$ cat src/rtl/scaler_engine.sv
`default_nettype none
// ============================================================================
//  Module   : scaler_engine
//  Purpose  : Frame resize engine. Streams a SRC_W x SRC_H frame out of the
//             source RAM and writes a copied, upscaled, decimated or
//             block-averaged frame into the destination RAM.
//  Revision : 1.0  initial release
// ============================================================================
module scaler_engine #(
    parameter int SRC_W  = 160,
    parameter int SRC_H  = 120,
    parameter int MAX_W  = 640,
    parameter int MAX_H  = 480,
    parameter int PIX_W  = 8,
    parameter int ADDR_W = 19
) (
    input  logic              clk,
    input  logic              rst,
    input  logic              start,
    input  logic [1:0]        mode,
    input  logic [1:0]        factor_sel,
    output logic [ADDR_W-1:0] rd_addr,
    input  logic [PIX_W-1:0]  rd_data,
    output logic [ADDR_W-1:0] wr_addr,
    output logic [PIX_W-1:0]  wr_data,
    output logic              wr_en,
    output logic [9:0]        out_width,
    output logic [9:0]        out_height,
    output logic              busy,
    output logic              done,
    output logic              frame_ready,
    output logic              cfg_err
);

    localparam int ACC_W = PIX_W + 6;

    localparam logic [1:0]        c_mode_copy = 2'b00;
    localparam logic [1:0]        c_mode_up   = 2'b01;
    localparam logic [1:0]        c_mode_dec  = 2'b10;
    localparam logic [1:0]        c_mode_avg  = 2'b11;
    localparam logic [ADDR_W-1:0] c_src_w     = ADDR_W'(SRC_W);

    typedef enum logic [2:0] {
        S_IDLE  = 3'd0,
        S_SETUP = 3'd1,
        S_RUN   = 3'd2,
        S_FLUSH = 3'd3,
        S_DONE  = 3'd4
    } state_t;

    state_t r_state, w_state_nxt;

    // start synchroniser and edge detect
    logic r_sync0, r_sync1, r_start_prev;
    logic w_pulse;

    // latched configuration
    logic [1:0] r_mode, r_fsel;
    logic [1:0] w_fsh;              // log2 of the scale factor
    logic [2:0] w_fm1;              // factor minus one
    logic [ADDR_W-1:0] w_f;         // factor as an address step
    logic [ADDR_W-1:0] w_row_step;  // F source rows
    logic [31:0] w_w, w_h;
    logic w_cfg_ok, w_is_avg;

    // read-side counters
    logic              r_rd_act;
    logic [9:0]        r_ox, r_oy;
    logic [2:0]        r_fx, r_fy;
    logic [ADDR_W-1:0] r_sx, r_row, r_dyoff;
    logic w_xend, w_yend, w_sub_x_end, w_sub_y_end, w_pix_end, w_last_rd;

    // return / write pipeline
    logic              r_p1_v, r_p1_first, r_p1_end, r_p1_final;
    logic              r_p2_v, r_p2_final;
    logic [ACC_W-1:0]  r_acc, w_acc_sum;
    logic [PIX_W-1:0]  r_avg_q;
    logic [ADDR_W-1:0] r_waddr;
    logic              w_wr_last;
    logic              r_busy, r_frame_ready, r_cfg_err;
    logic [9:0]        r_out_w, r_out_h;

    assign w_pulse  = r_sync1 & ~r_start_prev;
    assign w_is_avg = (r_mode == c_mode_avg);
    assign w_fsh    = r_fsel + 2'd1;

    // factor-derived steps and the candidate output dimensions
    always_comb begin
        w_fm1 = 3'd7;
        case (w_fsh)
            2'd1:    w_fm1 = 3'd1;
            2'd2:    w_fm1 = 3'd3;
            default: w_fm1 = 3'd7;
        endcase
        w_f        = ADDR_W'(w_fm1) + ADDR_W'(1);
        w_row_step = c_src_w << w_fsh;
        w_w = 32'(SRC_W);
        w_h = 32'(SRC_H);
        case (r_mode)
            c_mode_copy: begin w_w = 32'(SRC_W);          w_h = 32'(SRC_H);          end
            c_mode_up:   begin w_w = 32'(SRC_W) << w_fsh; w_h = 32'(SRC_H) << w_fsh; end
            default:     begin w_w = 32'(SRC_W) >> w_fsh; w_h = 32'(SRC_H) >> w_fsh; end
        endcase
        w_cfg_ok = (r_fsel != 2'b11) && (w_w <= 32'(MAX_W)) && (w_h <= 32'(MAX_H));
    end

    assign w_xend      = (r_ox == r_out_w - 10'd1);
    assign w_yend      = (r_oy == r_out_h - 10'd1);
    assign w_sub_x_end = (r_fx == w_fm1);
    assign w_sub_y_end = (r_fy == w_fm1);
    assign w_pix_end   = w_is_avg ? (w_sub_x_end && w_sub_y_end) : 1'b1;
    assign w_last_rd   = w_pix_end && w_xend && w_yend;

    // the first sample of each block reloads the accumulator
    assign w_acc_sum = (r_p1_first ? '0 : r_acc) + ACC_W'(rd_data);

    assign rd_addr = r_rd_act ? (r_row + r_dyoff + r_sx + (w_is_avg ? ADDR_W'(r_fx) : '0)) : '0;

    assign wr_en     = w_is_avg ? r_p2_v : r_p1_v;
    assign w_wr_last = w_is_avg ? r_p2_final : r_p1_final;
    assign wr_addr   = r_waddr;
    assign wr_data   = wr_en ? (w_is_avg ? r_avg_q : rd_data) : '0;

    assign out_width   = r_out_w;
    assign out_height  = r_out_h;
    assign busy        = r_busy;
    assign done        = (r_state == S_DONE);
    assign frame_ready = r_frame_ready;
    assign cfg_err     = r_cfg_err;

    // two-flop synchroniser plus previous-value flop for edge detection
    always_ff @(posedge clk) begin
        if (rst) begin
            r_sync0      <= 1'b0;
            r_sync1      <= 1'b0;
            r_start_prev <= 1'b0;
        end else begin
            r_sync0      <= start;
            r_sync1      <= r_sync0;
            r_start_prev <= r_sync1;
        end
    end

    // state register
    always_ff @(posedge clk) begin
        if (rst) r_state <= S_IDLE;
        else     r_state <= w_state_nxt;
    end

    // next-state logic; RUN ends on the cycle the final write is presented
    always_comb begin
        w_state_nxt = r_state;
        case (r_state)
            S_IDLE:  if (w_pulse) w_state_nxt = S_SETUP;
            S_SETUP: w_state_nxt = w_cfg_ok ? S_RUN : S_IDLE;
            S_RUN:   if (wr_en && w_wr_last) w_state_nxt = S_FLUSH;
            S_FLUSH: w_state_nxt = S_DONE;
            S_DONE:  w_state_nxt = S_IDLE;
            default: w_state_nxt = S_IDLE;
        endcase
    end

    // configuration latch, status flags and read-address counters
    always_ff @(posedge clk) begin
        if (rst) begin
            r_mode <= '0; r_fsel <= '0;
            r_out_w <= 10'(SRC_W); r_out_h <= 10'(SRC_H);
            r_busy <= 1'b0; r_frame_ready <= 1'b0; r_cfg_err <= 1'b0;
            r_rd_act <= 1'b0;
            r_ox <= '0; r_oy <= '0; r_fx <= '0; r_fy <= '0;
            r_sx <= '0; r_row <= '0; r_dyoff <= '0;
        end else begin
            case (r_state)
                S_IDLE: if (w_pulse) begin
                    r_mode        <= mode;
                    r_fsel        <= factor_sel;
                    r_frame_ready <= 1'b0;
                    r_cfg_err     <= 1'b0;
                end
                S_SETUP: if (w_cfg_ok) begin
                    r_out_w  <= w_w[9:0];
                    r_out_h  <= w_h[9:0];
                    r_busy   <= 1'b1;
                    r_rd_act <= 1'b1;
                    r_ox <= '0; r_oy <= '0; r_fx <= '0; r_fy <= '0;
                    r_sx <= '0; r_row <= '0; r_dyoff <= '0;
                end else begin
                    r_cfg_err <= 1'b1;
                end
                S_RUN: if (r_rd_act) begin
                    if (w_last_rd) r_rd_act <= 1'b0;
                    case (r_mode)
                        c_mode_copy: begin
                            if (w_xend) begin
                                r_ox <= '0; r_sx <= '0; r_oy <= r_oy + 10'd1;
                                r_row <= r_row + c_src_w;
                            end else begin
                                r_ox <= r_ox + 10'd1; r_sx <= r_sx + ADDR_W'(1);
                            end
                        end
                        c_mode_up: begin
                            if (w_xend) begin
                                r_ox <= '0; r_sx <= '0; r_fx <= '0; r_oy <= r_oy + 10'd1;
                                if (w_sub_y_end) begin
                                    r_fy  <= '0;
                                    r_row <= r_row + c_src_w;
                                end else begin
                                    r_fy <= r_fy + 3'd1;
                                end
                            end else begin
                                r_ox <= r_ox + 10'd1;
                                if (w_sub_x_end) begin
                                    r_fx <= '0; r_sx <= r_sx + ADDR_W'(1);
                                end else begin
                                    r_fx <= r_fx + 3'd1;
                                end
                            end
                        end
                        c_mode_dec: begin
                            if (w_xend) begin
                                r_ox <= '0; r_sx <= '0; r_oy <= r_oy + 10'd1;
                                r_row <= r_row + w_row_step;
                            end else begin
                                r_ox <= r_ox + 10'd1; r_sx <= r_sx + w_f;
                            end
                        end
                        default: begin
                            if (!w_sub_x_end) begin
                                r_fx <= r_fx + 3'd1;
                            end else begin
                                r_fx <= '0;
                                if (!w_sub_y_end) begin
                                    r_fy    <= r_fy + 3'd1;
                                    r_dyoff <= r_dyoff + c_src_w;
                                end else begin
                                    r_fy <= '0; r_dyoff <= '0;
                                    if (w_xend) begin
                                        r_ox <= '0; r_sx <= '0; r_oy <= r_oy + 10'd1;
                                        r_row <= r_row + w_row_step;
                                    end else begin
                                        r_ox <= r_ox + 10'd1; r_sx <= r_sx + w_f;
                                    end
                                end
                            end
                        end
                    endcase
                end
                S_FLUSH: begin
                    r_busy        <= 1'b0;
                    r_frame_ready <= 1'b1;
                end
                default: ;
            endcase
        end
    end

    // read-return pipeline, block accumulator and write address counter
    always_ff @(posedge clk) begin
        if (rst) begin
            r_p1_v <= 1'b0; r_p1_first <= 1'b0; r_p1_end <= 1'b0; r_p1_final <= 1'b0;
            r_p2_v <= 1'b0; r_p2_final <= 1'b0;
            r_acc <= '0; r_avg_q <= '0; r_waddr <= '0;
        end else begin
            r_p1_v     <= (r_state == S_RUN) && r_rd_act;
            r_p1_first <= (r_fx == 3'd0) && (r_fy == 3'd0);
            r_p1_end   <= w_pix_end;
            r_p1_final <= w_last_rd;
            if (r_p1_v) r_acc <= w_acc_sum;
            r_p2_v     <= r_p1_v && r_p1_end && w_is_avg;
            r_p2_final <= r_p1_final;
            r_avg_q    <= PIX_W'(w_acc_sum >> {w_fsh, 1'b0});
            if (r_state == S_SETUP) r_waddr <= '0;
            else if (wr_en)         r_waddr <= r_waddr + ADDR_W'(1);
        end
    end

endmodule
`default_nettype wire

$ cat config.mk
export PLATFORM = sky130hd
export DESIGN_NAME = scaler_engine
export DESIGN_NICKNAME = d
export VERILOG_FILES = /design/src/rtl/scaler_engine.sv
export SDC_FILE = /design/constraint.sdc
export NUM_CORES = 1
export LEC_CHECK = 0
export BUFFER_PORTS_ARGS = -buffer_cell sky130_fd_sc_hd__buf_2
export CAP_MARGIN = 25
export CORE_MARGIN = 1.5
export CORE_UTILIZATION = 40
export DETAILED_ROUTE_END_ITERATION = 8
export GPL_TIMING_DRIVEN = 0
export PLACE_DENSITY_LB_ADDON = 0.2
export SETUP_SLACK_MARGIN = 0.1
export SYNTH_ARGS = -nofsm -noshare
export SYNTH_HDL_FRONTEND = slang
export SYNTH_SLANG_ARGS = --single-unit
export TNS_END_PERCENT = 20
$ cat constraint.sdc
create_clock -name clk -period 8.6 [get_ports clk]
set_input_delay 1.72 -clock clk [delete_from_list [all_inputs] [get_ports clk]]
set_output_delay 1.72 -clock clk [all_outputs]
set_load 0.005 [all_outputs]
Word-level counts from Yosys, hierarchy flattened

Cells that the tools add are included.

Register bits: 164
Bits in latches: 0
Bits in writable memories: 0
Memory bits (read-only): 0
Bits of input ports: 15
Output and inout bits: 71
Logic and storage cells: 195
Memories: 0

Add/sub/neg operators: 18
Multipliers: 0
Div/mod/pow operators: 0
Order comparisons: 2
Eq/ne operators: 32
Shifts and indexed selects: 6
Muxes and demuxes: 73
Bitwise logic cells: 2
Reductions and logical operators: 34

Operator list:

| cell                  | number |
|---|---|
| $mux 19               | 20 |
| $pmux 32 s2           | 2 |
| $pmux 19 s2           | 3 |
| $pmux 19 s3           | 2 |
| $mux 10               | 11 |
| $add 19x19->19        | 3 |
| $pmux 10 s2           | 2 |
| $add 19x1->19 const B | 2 |
| $add 19x8->19 const B | 2 |
| $mux 3                | 11 |
| $le 32x10->1 const B  | 1 |
| $le 32x9->1 const B   | 1 |
| $shl 7x2->32 const A  | 1 |
| $shl 8x2->32 const A  | 1 |
| $shr 7x2->32 const A  | 1 |
| $shr 8x2->32 const A  | 1 |
| $pmux 3 s2            | 5 |
| $add 10x1->10 const B | 2 |
| $eq 10x10->1          | 2 |
| $sub 10x1->10 const B | 2 |
| $add 19x3->19         | 1 |
| $add 19x4->19         | 1 |
| $shl 8x2->19 const A  | 1 |
| $ne 2x2->1 const B    | 9 |
| other kinds (36)      | 80 |

Depth between registers and ports, before layout

Gate-level depths: netlist of the first run.

Depth after elaboration: 11
Depth in mapped cells: 16

Worst setup path before layout of the first run

Ideal clock, no wire load.

Kind: reg2out
From: reg r_mode[0]
To: out rd_addr[17]
Arrival: 3740 ps
Required time: 6880 ps
Setup slack: 3140 ps
Stages on the path, launching flop included: 17
Cells stage by stage: dfxtp_1 > ha_1 > clkbuf_1 > buf_1 > nand2_1 > fa_1 > inv_1 > ha_1 > inv_1 > fa_1 > nor2b_1 > o31a_1 > o211ai_1 > a211oi_1 > nor4_1 > or4_1 > nand3_1

Cells in the longest elaborated chain, start to end: 4

Ends and longest elaborated chain:

| item                   | RTL line | source |
|---|---|---|
| start, declared        | 58       | `logic [1:0] r_mode, r_fsel;` |
| start signal, assigned | 175      | `r_mode <= mode;` |
| $eq 2x2->1             | 84       | `assign w_is_avg = (r_mode == c_mode_avg);` |
| $mux 3                 | 117      | `assign rd_addr = r_rd_act ? (r_row + r_dyoff + r_sx + (w_is_avg ? ADDR_W'(r_fx) : '0)) : '0;` |
| $add 19x3->19          | 117      |  |
| $mux 19                | 117      |  |
| end, declared          | 22       | `output logic [ADDR_W-1:0] rd_addr,` |

Every way passes these cells.

Worst setup path in the final report of the first run

From: reg r_mode[1]
To: out rd_addr[17]

Same word-level chain as after synthesis.

==> flow_metrics.py, run 1 <==
metrics = {
    "timing": {
        "worst_pin_slew_ns": 0.931,
        "setup_viol": 0,
        "min_period_ns": 6.98,
        "period_share_pct": 81.2,
        "fin_skew_ns": 0.0102,
        "fmax_mhz": 143,
        "slew_viol_final": 0,
        "rsz0062_at_grt": "no",
        "finalSetupTns_ns": 0,
        "finalHoldViolCount": 0,
        "slew_headroom_pct": 37.5,
    },
    "yosys": {
        "avgSynthCellArea_um2": 8.22,
        "ys.flop_type": "dfxtp_1",
        "synth_compound_area_share_pct": 19.9,
        "yosys.area_share.adder_pct": 12.4,
        "synthMuxAreaShare_pct": 2.75,
        "synth_top_family_by_area": "simple AND/OR/NAND/NOR gates",
        "netlist.area_leader.share_pct": 29.6,
        "synth-seq-area-share_pct": 29.6,
        "synth-edff-count": 0,
        "synth_top_area_cell": "dfxtp_1",
        "synth_warnings": 0,
        "synth_area_leaders": "dfxtp_1 (30%), ha_1 (8.7%), nor2_1 (4.8%)",
        "ys_async_sr_fraction_pct": 0,
        "synthesis.area_um2": 10200,
        "synth_xor_area_share_pct": 8.16,
        "ys_types": 82,
        "ys_ff_latch": 151,
        "synthCells": 1241,
        "synth-simple-area-share_pct": 22.5,
    },
    "cts": {
        "cts_root_buffer": "clkbuf_16",
        "cts-resized-gates": 0,
        "clkTransAtPathRegs_ns": 0.07,
        "numClockSinks": 151,
        "cts_setup_buffers": 0,
        "cts.htree.levels": 4,
        "cts_tree": "done",
        "insertion_delay_ns": 0.43,
        "cts_buffers": 17,
        "clockBufferDepth": 2,
        "postCtsHoldBufs": 0,
    },
    "floorplanning": {
        "die-area_um2": 26500,
        "die_w_um": 163,
        "core_area_um2": 25100,
        "rows": 58,
        "pin_count": 86,
        "initial_core_util_pct": 40.6,
        "die_h_um": 163,
    },
    "pwr": {
        "p_seq_share_pct": 44.1,
        "power_frac_clock_pct": 47.2,
        "ir_drop_v": 0.000117,
        "p_per_area_nw_per_um2": 140,
        "swShare_pct": 26.6,
        "p_sw_uw": 432,
        "p_comb_share_pct": 8.6,
        "p_leak_nw": 4.61,
        "p_int_mw": 1.19,
    },
    "routing": {
        "first_pass_iters": 5,
        "via_per_inst": 5.58,
        "via_count": 9437,
        "drt_iter0_drc": 674,
        "postRouteAntennaNets": 0,
        "drc": 0,
        "wl_per_cell_um": 16.7,
        "wirelength_um": 28200,
    },
    "setup_path": {
        "reg2regPathDepth": 11,
        "crit_slowest_cell": "buf_1",
        "reg2reg_from": "r_fsel[0]$_SDFFE_PP0P_",
        "worst-path-buf-inv": 5,
        "worstSetupPathType": "flop to primary output",
        "cp-end-kind": "primary output",
        "arrival_ns": 5.26,
        "cp.required_ns": 6.88,
        "cp_cell_sequence": "ha_1, clkbuf_1, buf_1, nand2_1, fa_1, inv_1, ha_1, inv_1, fa_1, nor2b_1, o31a_1, o211ai_1, a211oi_1, nor4_1, or4_1, nand3_1, buf_2",
        "critical_path.max_stage_delay_ns": 0.66,
        "setup.worst_path.start": "r_mode[1]$_SDFFE_PP0P_",
        "start_kind": "flop",
        "critPathTopFamily": "buffers and inverters",
        "cp_max_fo": 10,
        "cp_num_cells": 17,
    },
    "place": {
        "placed_cells": 1660,
        "io_buffers": 83,
        "gp_congestion": 0.911,
        "dp_hpwl_um": 21600,
    },
    "cells_and_area": {
        "final_cell_mix": "dfxtp_1 (151), nor2_1 (130), nand2_1 (98)",
        "final_common_cell": "dfxtp_1",
        "nets": 1454,
        "drive_gt1_share_pct": 10.7,
        "diodes": 0,
        "area_delta_synth_final_pct": 14.2,
        "final_cell_count_no_fill": 1692,
    },
    "run": {
        "cap_violations": 0,
    },
    "grt": {
        "grt_max_degree": 17,
        "overflow": 0,
        "grt_pass1_vias": 8676,
        "grtUsageTotal_pct": 21.5,
        "grt_pass1_wl_um": 45300,
        "antenna_found_initial": 0,
    },
    "worst_hold_path": {
        "worstHoldPathType": "flop to flop",
        "hold_start": "r_sync0$_SDFF_PP0_",
        "holdPathStages": 1,
    },
    "run_status": {
        "status": "complete, no violations",
    },
}
cell type report:
type / count / area (µm²)
well taps: 330 / 413
multi-input cells: 981 / 6730
fillers: 2550 / 13500
flip-flops and latches: 151 / 3020
clock buffers: 18 / 439
plain buffers: 55 / 241
repair buffers: 84 / 419
inverters: 59 / 221
clock inverters: 14 / 161
power by group through the flow:
stage	clock network, mW	registers (mW)	logic [mW]
4_1_cts	0.783	0.717	0.139
3_3_place_gp	0	0.733	0.138
6_report	0.768	0.717	0.140
5_1_grt	0.813	0.718	0.155
3_5_place_dp	0	0.733	0.138
2_1_floorplan	0	0.730	0.0926
synthesized netlist by cell type, drive strengths merged, types with 4 or more instances:
cell	number
a2111oi	7
a211oi	25
a21o	5
a21oi	83
a221oi	7
a22oi	5
a31o	8
a31oi	12
and2	10
and3	21
buf	11
clkbuf	44
dfxtp	151
fa	19
ha	71
inv	58
mux2i	28
nand2	98
nand2b	11
nand3	54
nand4	24
nor2	130
nor2b	21
nor3	28
nor3b	6
nor4	9
o2111ai	11
o211ai	10
o21a	16
o21ai	72
o31ai	4
or2	5
or3	25
or4	4
xnor2	49
xor2	46
cells by family after synthesis:
kind of cell	after synthesis
buffers and inverters	114
AND/OR/NAND/NOR	460
multiplexers	28
AO/OA/AOI/OAI	301
other	2
XOR/XNOR	95
adder cells (fa/ha/maj)	90
flip-flops	151
worst reg2reg max path, stage by stage, from the launching register on:
cell	delay (ns)
dfxtp_1	0.63
inv_1	0.26
clkbuf_1	0.41
ha_1	0.45
o21ai_0	0.26
nand4_1	0.40
o21a_1	0.33
o21a_1	0.19
clkbuf_1	0.25
nor4_1	0.76
a22o_1	0.24
a22o_1	0.14
state kept, by name (all words and copies together), names as in the netlist, 2 cells and up:
| register | count |
|---|---|
| r_acc | 14 |
| out_width | 8 |
| r_fsel | 2 |
| r_avg_q | 8 |
| r_state | 3 |
| r_mode | 2 |
| r_fx | 3 |
| r_dyoff | 14 |
| wr_addr | 19 |
| r_ox | 10 |
| r_fy | 3 |
| r_row | 14 |
| r_oy | 10 |
| r_sx | 19 |
| out_height | 9 |
path summary, 6_finish.rpt:
path	to	slack, ns
max reg2reg	r_sx[2]$_SDFFE_PP0P_	4.24
min reg2reg	r_sync1$_SDFF_PP0_	0.44
max	rd_addr[17]	1.62
min	r_sync1$_SDFF_PP0_	0.44
metal layers:
layer / vias up / global-route usage, % / part of all wire, %
met1: 4428 / 29.4 / 46
met3: 48 / 4.05 / 6.1
met5: - / 0 / 0
met4: 0 / 7.09 / 2.7
li1: 4670 / - / -
met2: 291 / 34.1 / 45
metrics by stage:
| step | util [%] | area, µm² | power, mW | hold WS [ns] | setup WS (ns) |
|---|---|---|---|---|---|
| 2_1_floorplan | - | 10200 | 0.823 | 0.414 | 3.14 |
| 3_3_place_gp | 44.0 | 11000 | 0.871 | 0.417 | 2.13 |
| 3_5_place_dp | 44.0 | 11000 | 0.871 | 0.427 | 2.15 |
| 4_1_cts | 46.4 | 11600 | 1.64 | 0.442 | 1.65 |
| 5_1_grt | 46.4 | 11600 | 1.69 | 0.475 | 1.25 |
| 6_report | 46.4 | 11600 | 1.63 | 0.439 | 1.62 |
Note: power is estimated with default switching activity, not from simulation.
==> inputs of run 2 (changes only) <==
--- a/config.mk
+++ b/config.mk
@@ -5,6 +5,7 @@
 export SDC_FILE = /design/constraint.sdc
 export NUM_CORES = 1
 export LEC_CHECK = 0
+export ABC_AREA = 1
 export BUFFER_PORTS_ARGS = -buffer_cell sky130_fd_sc_hd__buf_2
 export CAP_MARGIN = 25
 export CORE_MARGIN = 1.5
==> constraint.sdc (replaced) <==
create_clock -name clk -period 6.2 [get_ports clk]
set_input_delay 1.24 -clock clk [delete_from_list [all_inputs] [get_ports clk]]
set_output_delay 1.24 -clock clk [all_outputs]
set_load 0.005 [all_outputs]
==> run 2 against run 1 <==
  * Power increased by 100%
  * Sequential power increased by 62%
  * Clock skew is 0.0035 ns higher
  * Critical endpoint is now rd_addr[11]
  * Highest routed layer unchanged
==> flow_metrics.py, run 2 <==
metrics = {
    "routing": {
        "top_layer_used": "met4",
        "dr_wl_met3_um": 1510,
        "via_per_inst": 5.11,
        "wl_met2_um": 15100,
        "drc": 0,
        "wl_per_cell_um": 15.0,
        "postRouteAntennaNets": 0,
        "first_pass_iters": 5,
        "drt-met1-wl_um": 16800,
        "via_count": 11629,
        "wirelength_um": 34000,
        "drt_iter0_drc": 758,
    },
    "cts": {
        "cts.htree.levels": 4,
        "cts_root_buffer": "clkbuf_16",
        "clkTransAtPathRegs_ns": 0.07,
        "cts-resized-gates": 0,
        "numClockSinks": 151,
        "insertion_delay_ns": 0.44,
        "postCtsHoldBufs": 0,
        "clockBufferDepth": 2,
        "cts_buffers": 17,
        "cts_tree": "done",
        "cts_setup_buffers": 0,
    },
    "setup_path": {
        "crit_end": "rd_addr[11]",
        "r2r_end": "r_ox[9]$_SDFFE_PP0P_",
        "cp.required_ns": 4.96,
        "arrival_ns": 4.31,
        "start_kind": "flop",
        "reg2reg_from": "r_fsel[0]$_SDFFE_PP0P_",
        "setup.worst_path.start": "r_mode[1]$_SDFFE_PP0P_",
        "reg2reg_slack_ns": 2.26,
        "reg2regPathDepth": 15,
        "cp-end-kind": "primary output",
        "worstSetupPathType": "flop to primary output",
        "cp_max_fo": 19,
    },
    "yosys": {
        "synth_warnings": 0,
        "ys_async_sr_fraction_pct": 0,
        "ys_types": 56,
        "ys_ff_latch": 151,
        "synthesis.area_um2": 11600,
        "synth_top_area_cell": "dfxtp_1",
        "netlist.area_leader.share_pct": 26.0,
        "avgSynthCellArea_um2": 6.55,
        "synthCells": 1772,
        "synth.most_common_cell": "nand2_1",
        "ys.flop_type": "dfxtp_1",
        "synth_area_leaders": "dfxtp_1 (26%), nand2_1 (13%), ha_1 (7.7%)",
        "synth-seq-area-share_pct": 26.0,
        "synth_common_cells": "nand2_1 (406), inv_1 (221), nor2_1 (211)",
        "synth-edff-count": 0,
    },
    "floorplanning": {
        "pin_count": 86,
        "rows": 62,
        "core_area_um2": 28600,
        "die_w_um": 173,
        "initial_core_util_pct": 40.6,
        "die-area_um2": 30100,
        "die_h_um": 173,
    },
    "cells_and_area": {
        "drive_gt1_share_pct": 11.4,
        "diodes": 0,
        "final_common_cell": "nand2_1",
        "final_cell_mix": "nand2_1 (406), inv_1 (221), nor2_1 (211)",
        "nets": 1982,
        "postLayoutCoreUtil_pct": 45.8,
        "area_delta_synth_final_pct": 12.9,
    },
    "timing": {
        "rsz0062_at_grt": "no",
        "fin_skew_ns": 0.0137,
        "finalSetupTns_ns": 0,
        "finalHoldViolCount": 0,
        "period_share_pct": 89.6,
        "slew_headroom_pct": 44.8,
        "fmax_mhz": 180,
        "slew_viol_final": 0,
        "worst_pin_slew_ns": 0.828,
        "setup_viol": 0,
        "min_period_ns": 5.55,
    },
    "place": {
        "io_buffers": 82,
        "gp_congestion": 0.924,
        "dp_hpwl_um": 26400,
    },
    "pwr": {
        "p_comb_share_pct": 32.5,
        "fin_total_pwr_mw": 3.33,
        "p_per_area_nw_per_um2": 254,
        "p_leak_nw": 6.17,
        "swShare_pct": 39.2,
        "p_int_mw": 2.02,
        "power_frac_clock_pct": 32.5,
        "ir_drop_v": 0.000185,
        "p_seq_share_pct": 34.9,
        "p_sw_mw": 1.31,
    },
    "worst_hold_path": {
        "holdPathStages": 2,
        "worstHoldPathType": "flop to flop",
    },
    "grt": {
        "grtUsageTotal_pct": 22.6,
        "overflow": 0,
        "antenna_found_initial": 0,
        "grt_pass1_wl_um": 55200,
        "grt_pass1_vias": 10834,
        "grt_max_degree": 17,
    },
    "run": {
        "cap_violations": 0,
    },
    "run_status": {
        "status": "complete, no violations",
    },
}
-- run 2: cell count changes in the layout (fill, tap and decap cells not counted), sizes merged, moves of 25 or more --
cell   before  now
inv        64  240
nand3      54   95
or3        25    0
o21ai      72  110
a21oi      83  131
nand2      98  428
nand4      24   49
nor2      130  225
mux2i      28    0
-- run 2: cell type report --
| cell class | instances | area [µm²] |
|---|---|---|
| timing repair buffer | 82 | 410 |
| clock inverter | 14 | 165 |
| tap | 384 | 480 |
| fill | 3036 | 15500 |
| buffer | 58 | 295 |
| clock buffer | 18 | 429 |
| inverter | 235 | 882 |
| sequential | 151 | 3020 |
| multi-input combinational | 1332 | 7420 |
-- run 2: power groups by stage --
stage / registers [mW] / logic, mW / clock network (mW)
finish: 1.16 / 1.08 / 1.08
global route: 1.17 / 1.22 / 1.14
CTS: 1.16 / 1.08 / 1.11
detailed placement: 1.18 / 1.07 / 0
global placement: 1.18 / 1.06 / 0
floorplan: 1.15 / 0.777 / 0
-- run 2: stage by stage --
step                      std cells  cell area, µm²  setup slack [ns]  hold slack, ns
after global placement         2243           12500             0.813           0.392
after CTS                      2275           13100             0.316           0.409
after detailed placement       2243           12500             0.770           0.399
after global routing           2274           13100             0.329           0.432
final                          2274           13100             0.646           0.405
after floorplan                1777           11600              1.69           0.388
-- run 2: kinds of logic after synthesis --
group	after synthesis	synth area share, %
XOR/XNOR	74	5.58
AO/OA/AOI/OAI	280	13.7
other	2	0.0647
AND/OR/NAND/NOR	881	33.5
flip-flops	151	26.0
adder cells (fa/ha/maj)	90	10.9
buffers and inverters	294	10.2
-- run 2: how the worst min path moves through the flow --
| stage | from | endpoint | slack, ns |
|---|---|---|---|
| finish | r_sync0$_SDFF_PP0_ | r_sync1$_SDFF_PP0_ | 0.40 |
| global route | r_sync0$_SDFF_PP0_ | r_sync1$_SDFF_PP0_ | 0.43 |
| detailed placement | r_sync0$_SDFF_PP0_ | r_sync1$_SDFF_PP0_ | 0.40 |
| floorplan | r_sync0$_SDFF_PP0_ | r_sync1$_SDFF_PP0_ | 0.39 |
| global placement | r_sync0$_SDFF_PP0_ | r_sync1$_SDFF_PP0_ | 0.39 |
| CTS | r_sync0$_SDFF_PP0_ | r_sync1$_SDFF_PP0_ | 0.41 |
-- run 2: critical path, cell delays in order (launching register included) --
cell and delay, ns:
dfxtp_1 0.36, ha_1 0.15, buf_2 0.36, nand2_1 0.19, fa_1 0.45, inv_1 0.07, ha_1 0.23, inv_1 0.08
fa_1 0.41, o21ai_0 0.45, a21oi_1 0.21, o21ai_0 0.39, a31oi_1 0.15, xor2_1 0.16, nor2_1 0.08, buf_2 0.13
-- run 2: metal layers --
layer,vias up,track usage [%]
met5,-,0
met4,0,6.27
met3,36,2.98
met2,277,36.8
met1,5384,31.3
li1,5932,-
